**src/rtl/uart_pkg.sv**
```systemverilog
// Shared UART constants: feeder FSM encoding, default register offsets and
// the tx_ready bit position, used by the feeder, the UART regs and the benches.
package uart_pkg;

  typedef enum logic [2:0] {
    IDLE        = 3'd0,
    POLL_SETUP  = 3'd1,
    POLL_ACCESS = 3'd2,
    WR_SETUP    = 3'd3,
    WR_ACCESS   = 3'd4,
    GAP         = 3'd5
  } feeder_state_t;

  localparam logic [4:0] UART_STATUS_ADDR  = 5'h04;
  localparam logic [4:0] UART_TX_DATA_ADDR = 5'h00;
  localparam int         UART_TX_READY_BIT = 0;

endpackage

```
**src/rtl/uart_byte_fifo.sv**
```systemverilog
// Synchronous byte FIFO with show-ahead head output; pointers carry one extra
// wrap bit so full/empty/level fall out of plain pointer arithmetic.
module uart_byte_fifo #(
  parameter int DEPTH = 8
) (
  input  logic                     clk,
  input  logic                     rst_n,
  input  logic                     push,
  input  logic [7:0]               push_data,
  input  logic                     pop,
  output logic [7:0]               head,
  output logic                     full,
  output logic                     empty,
  output logic [$clog2(DEPTH):0]   level
);

  localparam int AW = $clog2(DEPTH);

  logic [7:0] mem [DEPTH];
  logic [AW:0] wr_ptr;
  logic [AW:0] rd_ptr;
  logic        do_push;
  logic        do_pop;

  assign do_push = push && !full;
  assign do_pop  = pop && !empty;

  always_ff @(posedge clk or negedge rst_n) begin
    if (!rst_n) begin
      wr_ptr <= '0;
      rd_ptr <= '0;
    end else begin
      if (do_push) wr_ptr <= wr_ptr + (AW+1)'(1);
      if (do_pop)  rd_ptr <= rd_ptr + (AW+1)'(1);
    end
  end

  always_ff @(posedge clk) begin
    if (do_push) mem[wr_ptr[AW-1:0]] <= push_data;
  end

  assign head  = mem[rd_ptr[AW-1:0]];
  assign empty = (wr_ptr == rd_ptr);
  // Same slot index but different wrap bit means the writer lapped the reader.
  assign full  = ((wr_ptr ^ rd_ptr) == {1'b1, {AW{1'b0}}});
  assign level = wr_ptr - rd_ptr;

endmodule

```
**src/rtl/uart_apb_tx_feeder.sv**
```systemverilog
// APB master that drains a byte FIFO into the UART TX data register, polling
// status for tx_ready first. Optional PSLVERR counter: UART_FEEDER_ERR_CNT_EN.
module uart_apb_tx_feeder
  import uart_pkg::*;
#(
  parameter int         FIFO_DEPTH   = 8,
  parameter logic [4:0] STATUS_ADDR  = UART_STATUS_ADDR,
  parameter logic [4:0] TX_DATA_ADDR = UART_TX_DATA_ADDR,
  parameter int         TX_READY_BIT = UART_TX_READY_BIT,
  parameter int         POLL_GAP     = 4
) (
  input  logic                          PCLK,
  input  logic                          PRESETN,
  input  logic                          in_valid,
  input  logic [7:0]                    in_data,
  output logic                          in_ready,
  output logic [4:0]                    PADDR,
  output logic                          PSEL,
  output logic                          PENABLE,
  output logic                          PWRITE,
  output logic [7:0]                    PWDATA,
  input  logic [7:0]                    PRDATA,
  input  logic                          PREADY,
  input  logic                          PSLVERR,
  output logic [$clog2(FIFO_DEPTH):0]   fifo_level,
  output logic [7:0]                    err_cnt
);

  feeder_state_t state;
  feeder_state_t state_nxt;
  logic [7:0]    gap_cnt;
  logic [7:0]    head;
  logic          full;
  logic          empty;
  logic          pop;
  logic          unused_prdata;

  assign unused_prdata = ^PRDATA;
  assign in_ready      = !full;

  uart_byte_fifo #(.DEPTH(FIFO_DEPTH)) u_fifo (
    .clk       (PCLK),
    .rst_n     (PRESETN),
    .push      (in_valid),
    .push_data (in_data),
    .pop       (pop),
    .head      (head),
    .full      (full),
    .empty     (empty),
    .level     (fifo_level)
  );

  always_comb begin
    state_nxt = state;
    pop       = 1'b0;
    case (state)
      IDLE:        if (!empty) state_nxt = POLL_SETUP;
      POLL_SETUP:  state_nxt = POLL_ACCESS;
      POLL_ACCESS: if (PREADY) state_nxt = (!PSLVERR && PRDATA[TX_READY_BIT]) ? WR_SETUP : GAP;
      WR_SETUP:    state_nxt = WR_ACCESS;
      // The byte leaves the FIFO on completion even when the slave flags an error.
      WR_ACCESS: begin
        if (PREADY) begin
          pop       = 1'b1;
          state_nxt = GAP;
        end
      end
      GAP:         if (gap_cnt == 8'd0) state_nxt = empty ? IDLE : POLL_SETUP;
      default:     state_nxt = IDLE;
    endcase
  end

  always_ff @(posedge PCLK or negedge PRESETN) begin
    if (!PRESETN) begin
      state   <= IDLE;
      gap_cnt <= '0;
      PSEL    <= 1'b0;
      PENABLE <= 1'b0;
      PWRITE  <= 1'b0;
      PADDR   <= '0;
      PWDATA  <= '0;
    end else begin
      state   <= state_nxt;
      PSEL    <= state_nxt inside {POLL_SETUP, POLL_ACCESS, WR_SETUP, WR_ACCESS};
      PENABLE <= state_nxt inside {POLL_ACCESS, WR_ACCESS};
      if (state_nxt == GAP && state != GAP)
        gap_cnt <= 8'(POLL_GAP - 1);
      else if (state == GAP && gap_cnt != 8'd0)
        gap_cnt <= gap_cnt - 8'd1;
      // Address/data only change when a new SETUP begins, so they hold through ACCESS and idle.
      if (state_nxt == POLL_SETUP) begin
        PADDR  <= STATUS_ADDR;
        PWRITE <= 1'b0;
      end
      if (state_nxt == WR_SETUP) begin
        PADDR  <= TX_DATA_ADDR;
        PWRITE <= 1'b1;
        PWDATA <= head;
      end
    end
  end

`ifdef UART_FEEDER_ERR_CNT_EN
  logic err_hit;
  assign err_hit = (state == POLL_ACCESS || state == WR_ACCESS) && PREADY && PSLVERR;

  always_ff @(posedge PCLK or negedge PRESETN) begin
    if (!PRESETN)
      err_cnt <= '0;
    else if (err_hit && err_cnt != 8'hFF)
      err_cnt <= err_cnt + 8'd1;
  end
`else
  assign err_cnt = 8'h00;
`endif

endmodule

```
**config.mk**
```make
export PLATFORM = sky130hd
export DESIGN_NAME = uart_apb_tx_feeder
export DESIGN_NICKNAME = d
export VERILOG_FILES = /design/src/rtl/uart_pkg.sv /design/src/rtl/uart_byte_fifo.sv /design/src/rtl/uart_apb_tx_feeder.sv
export SDC_FILE = /design/constraint.sdc
export NUM_CORES = 1
export LEC_CHECK = 0
export ABC_AREA = 1
export BUFFER_PORTS_ARGS = -buffer_cell sky130_fd_sc_hd__buf_2
export CAP_MARGIN = 5
export CORE_MARGIN = 2
export CORE_UTILIZATION = 29
export DETAILED_ROUTE_END_ITERATION = 6
export PLACE_DENSITY = 0.51
export SLEW_MARGIN = 20
export SYNTH_ARGS = -nofsm -noshare
export SYNTH_HDL_FRONTEND = slang
export SYNTH_SLANG_ARGS = --single-unit
```
**constraint.sdc**
```tcl
create_clock -name PCLK -period 3.2 [get_ports PCLK]
set_clock_uncertainty 0.15 [all_clocks]
set_input_delay 0 -clock PCLK [delete_from_list [all_inputs] [get_ports PCLK]]
set_output_delay 0 -clock PCLK [all_outputs]
set_load 0.005 [all_outputs]
```
* Word-level counts from Yosys, hierarchy flattened
Memory sizes are Yosys's and may differ from the RTL's. A register that Yosys moved wholly into a read port is not among the register bits.
Index checks and enable logic that the tools add are counted.
** Storage, ports and cells
- Bits in registers :: 27
- Memory bits (writable) :: 64
- Output and inout bits :: 29
- Logic and storage cells :: 60
- Memories kept :: 1
** Operators by class
- Add/sub/neg operators :: 4
- Equal/unequal tests :: 13
- Mux-type cells :: 17
- Bitwise operators :: 1
- Reductions and logical operators :: 16
** Memory list
- u_fifo.mem :: words 8, width 8, rd ports 1, clocked after memory_dff 1, wr ports 1, line uart_byte_fifo.sv:19 : logic [7:0] mem [DEPTH];
** Operators by type and width (number)
- $pmux W3 S6 :: 1
- $mux W8 :: 2
- $mux W3 :: 5
- $eq A3 B2 Y1 const B :: 4
- $eq A3 B3 Y1 const B :: 4
- $mux W5 :: 2
- $add A4 B1 Y4 const B :: 2
- $logic_not A8 Y1 :: 1
- $reduce_bool A8 Y1 :: 1
- $sub A8 B1 Y8 const B :: 1
- $mux W1 :: 7
- $eq A3 B1 Y1 const B :: 2
- $reduce_bool A2 Y1 :: 3
- $logic_and A1 B1 Y1 :: 5
- $eq A4 B4 Y1 :: 1
- $eq A4 B4 Y1 const B :: 1
- $logic_not A1 Y1 :: 4
- $reduce_bool A4 Y1 :: 1
- $sub A4 B4 Y4 :: 1
- $xor A4 B4 Y4 :: 1
- $logic_not A3 Y1 :: 1
- $ne A3 B3 Y1 const B :: 1

* Longest topological paths before layout
- Depth in word-level cells :: 8
- Depth in mapped cells :: 13

* Cells and area by module
Synthesis repeated with hierarchy kept, for this count alone.
** Second synthesis, totals
- Cells, all modules :: 529
- Area total of the unflattened synthesis :: 4737.0 sq um
** By module, submodules not included
- uart_byte_fifo :: instances 1, cells each 370, area each 3478.3 sq um, sequential area each 2122.0 sq um
- uart_apb_tx_feeder :: instances 1, cells each 159, area each 1258.7 sq um, sequential area each 575.6 sq um

* Worst setup path before layout
OpenSTA, ideal clock, no wires.
- Path type :: register to register
- Start point :: reg u_fifo.rd_ptr[1]
- End point :: mem u_fifo.mem[7][0] (enable)
- Arrival time :: 2.138 ns
- Required time :: 2.675 ns
- Setup slack :: 0.537 ns
- Stages on the path, launching flop included :: 12
- Path buffers :: 2
- Cells stage by stage :: dfrtp_1 > buf_2 > clkinv_1 > buf_2 > ha_1 > nand2_1 > nor2_1 > nand3_1 > nand2_1 > inv_1 > nand2_1 > nor2_1
** Between the ends
- Word-level cells in the longest chain between the ends :: 6
** RTL lines
- start: declaration :: line uart_byte_fifo.sv:21 : logic [AW:0] rd_ptr;
- start signal: assignment :: line uart_byte_fifo.sv:34 : if (do_pop) rd_ptr <= rd_ptr + (AW+1)'(1);
- $xor A4 B4 Y4 :: line uart_byte_fifo.sv:45 : assign full = ((wr_ptr ^ rd_ptr) == {1'b1, {AW{1'b0}}});
- $eq A4 B4 Y1 :: line uart_byte_fifo.sv:45
- $logic_not A1 Y1
- via in_ready :: line uart_apb_tx_feeder.sv:16 : output logic in_ready,
- $logic_and A1 B1 Y1 :: line uart_byte_fifo.sv:25 : assign do_push = push && !full;
- $mux W1 :: line uart_byte_fifo.sv:39 : if (do_push) mem[wr_ptr[AW-1:0]] <= push_data;
- $mux W1 (not written as such) :: line uart_byte_fifo.sv:39
- end: declaration :: line uart_byte_fifo.sv:19
The timed path passes the listed nets, and every way through them passes these cells.

* Final worst setup path
- Start point :: reg u_fifo.rd_ptr[2]
- End point :: mem u_fifo.mem[0][1] (enable)
** Between the ends
- Word-level cells in the longest chain between the ends :: 6
** RTL lines (line)
- $xor A4 B4 Y4 :: uart_byte_fifo.sv:45
- $eq A4 B4 Y1 :: uart_byte_fifo.sv:45
- $logic_not A1 Y1 :: uart_byte_fifo.sv:25
- $logic_and A1 B1 Y1 :: uart_byte_fifo.sv:25
- $mux W1 :: uart_byte_fifo.sv:39
- $mux W1 (not written as such) :: uart_byte_fifo.sv:39
No other way between the ends.

==> run summary <==
CP arrival: 2.40 ns
CP most frequent cell: nand2_1
Max FO, Critical Path: 10
family with the most delay on the worst path: simple AND/OR/NAND/NOR gates
worst path setup slack after routing: 0.6978 ns
worst path bufs/invs: 3
htree depth: 3
Die Y: 124.9 um
final core occ: 34.65%
endpoints failing setup: 0
GRT overflow: 0
Tightest Pin Transition: 0.7070 ns
slowest CP cell: dfrtp_1
CTS Buf Count: 9
Worst Hold Class: input port to flip-flop
crit path launch type: flip-flop
Mapped Cells: 416
Max Root-Sink Buffers: 2
vias in the first global route: 2756
Vias/cell: 4.344
fin area: 4997 um2
crit end category: flip-flop
Total Routing Usage GR: 11.06%
PostCTS Resize Cnt: 0
Routed WL: 8.336 mm
DR pass1 iterations: 4
via count: 2845
number of clock sinks: 95
Die W: 124.9 um
critical path class: flip-flop to flip-flop
commonest non-fill, non-tap cell in the layout: nand2_1
cell area after synthesis: 4239 um2
Initial Util: 29.39%
detailed placement HPWL: 5.705 mm
wire per inst: 12.73 um
Mean Syn Cell Area: 10.19 um2
fin crit share: 78.19%
Routability Congestion: 0.7034
FMAX: 399.6 MHz
Detail Route Antenna Nets: 0
row count: 44
DP Area: 4596 um2
RSZ-0062 raised after global routing: false
IO Count: 50
share of cells above drive strength 1: 13.38%
CTS clock-pin slew for the worst setup and hold paths: 0.06 ns
maxcap violations: 0
Fin. Hold Viols: 0
drt drc: 0
leak pwr: 2.175 nW
Power, Total: 4.674 mW
Yosys reg bits: 95
Final TNS setup: 0 ns
Final Max Tran Viols: 0
Area growth syn-to-layout: 17.89%
worst-skew pair later-pin latency: 0.34 ns
Final min period: 2.502 ns
core footprint: 14420 um2
largest net degree at the start of global routing: 35
first-pass GRT wire length: 13.67 mm
warnings from Yosys: 0
1st-iter DRT viols: 162
crit-path cells: inv_2, ha_1, nand2_1, nor2_1, nand3_1, nand2_1, inv_1, nand2_1, nor2_1, buf_4
Slew HR: 52.87%
Clock Tree Root: clkbuf_16
initial antenna violation count: 0
worst IR drop on VDD: 0.3060 mV
sequential area share after synthesis: 63.64%
# nets final: 494
status: finished, final reports clean
IO buf count: 30
Fillers: 1455
ant diodes: 0
pre-CTS setup slack: 0.6808 ns
commonest non-fill, non-tap cells in the layout: nand2_1, nand3_1, edfxtp_1, dfrtp_1, buf_2
die area: 15600 um2
pwr dens: 935.2 nW/um2
worst endpoint required time: 3.10 ns
Synth cell types: 26
CTS tree: built
CP max stage delay: 0.56 ns
==> synthesized netlist by cell type, drive strengths merged <==
master | count | area share [%]
fa | 1 | 0.47
clkinv | 1 | 0.088
o21ai | 7 | 1.1
edfxtp | 64 | 45
buf | 20 | 3.2
inv | 26 | 2.3
nand3b | 1 | 0.18
clkbuf | 5 | 0.44
a21oi | 4 | 0.47
xor2 | 7 | 1.4
nand3 | 72 | 8.9
dfrtp | 31 | 18
ha | 6 | 1.8
nor2 | 28 | 2.7
nand4 | 1 | 0.15
xnor2 | 4 | 0.83
nand2 | 137 | 12
conb | 1 | 0.088
==> stage by stage <==
step,hold WS [ns],std cells
2_1_floorplan,-0.4456,427
3_3_place_gp,-0.06849,628
3_5_place_dp,-0.05285,628
4_1_cts,0.05875,655
5_1_grt,0.08449,655
6_report,0.04718,655
==> what timing repair did <==
item                                   CTS  global route
endpoints found under the hold margin  101             0
hold buffers                            11             0
buffers inserted                         0             0
==> state kept, by name, summed over array words and instances, names as in the netlist <==
register,flops
gap_cnt,8
PADDR,1
PSEL,1
u_fifo.wr_ptr,4
state,3
PWRITE,1
PENABLE,1
u_fifo.rd_ptr,4
u_fifo.mem,64
PWDATA,8
==> worst paths after layout <==
kind	to	start	slack [ns]	depth (start not counted)
max in group asynchronous	u_fifo.rd_ptr[0]	PRESETN	2.36	2
min in group asynchronous	u_fifo.wr_ptr[3]	PRESETN	0.09	2
max reg2reg	u_fifo.mem[0][1]	u_fifo.rd_ptr[2]	0.70	10
min reg2reg	PWDATA[3]	PWDATA[3]	0.31	2
min	state[2]	PSLVERR	0.05	5
max	u_fifo.mem[0][1]	u_fifo.rd_ptr[2]	0.70	10
==> area by class of cell <==
class | instances | area [um2] | share of cell area, %
clock buffers | 12 | 236.5 | 4.732
clock inverters | 4 | 55.05 | 1.102
inverters | 27 | 101.3 | 2.028
multi-input cells | 280 | 1326 | 26.54
flip-flops and latches | 95 | 2698 | 53.98
well taps | 184 | 230.2 | 4.607
repair buffers | 53 | 350.3 | 7.011
==> where the power goes <==
part	internal [mW]	switching (mW)	leakage (nW)
registers	1.63	0.160	0.964
clock network	0.611	0.448	0.137
logic	0.642	1.18	1.07
==> tightest hold or removal path, delay by kind of cell <==
kind / cells / cell delay [ns]
AND/OR/NAND/NOR: 3 / 0.27
AO/OA/AOI/OAI: 1 / 0.14
buffers and inverters: 1 / 0.07
==> metal layers <==
layer  track usage (%)  share of wire, %
met1             14.29                48
met2             17.68                46
met3             2.835               3.3
met4             4.771               2.1
met5                 0                 0
==> cell families after synthesis <==
family	share of synthesized area (%)
adder cells (fa/ha/maj)	2.243
flip-flops	63.64
XOR/XNOR	2.273
buffers and inverters	6.051
other	0.08846
AND/OR/NAND/NOR	24.14
AO/OA/AOI/OAI	1.564
(Power assumes the default switching activity.)
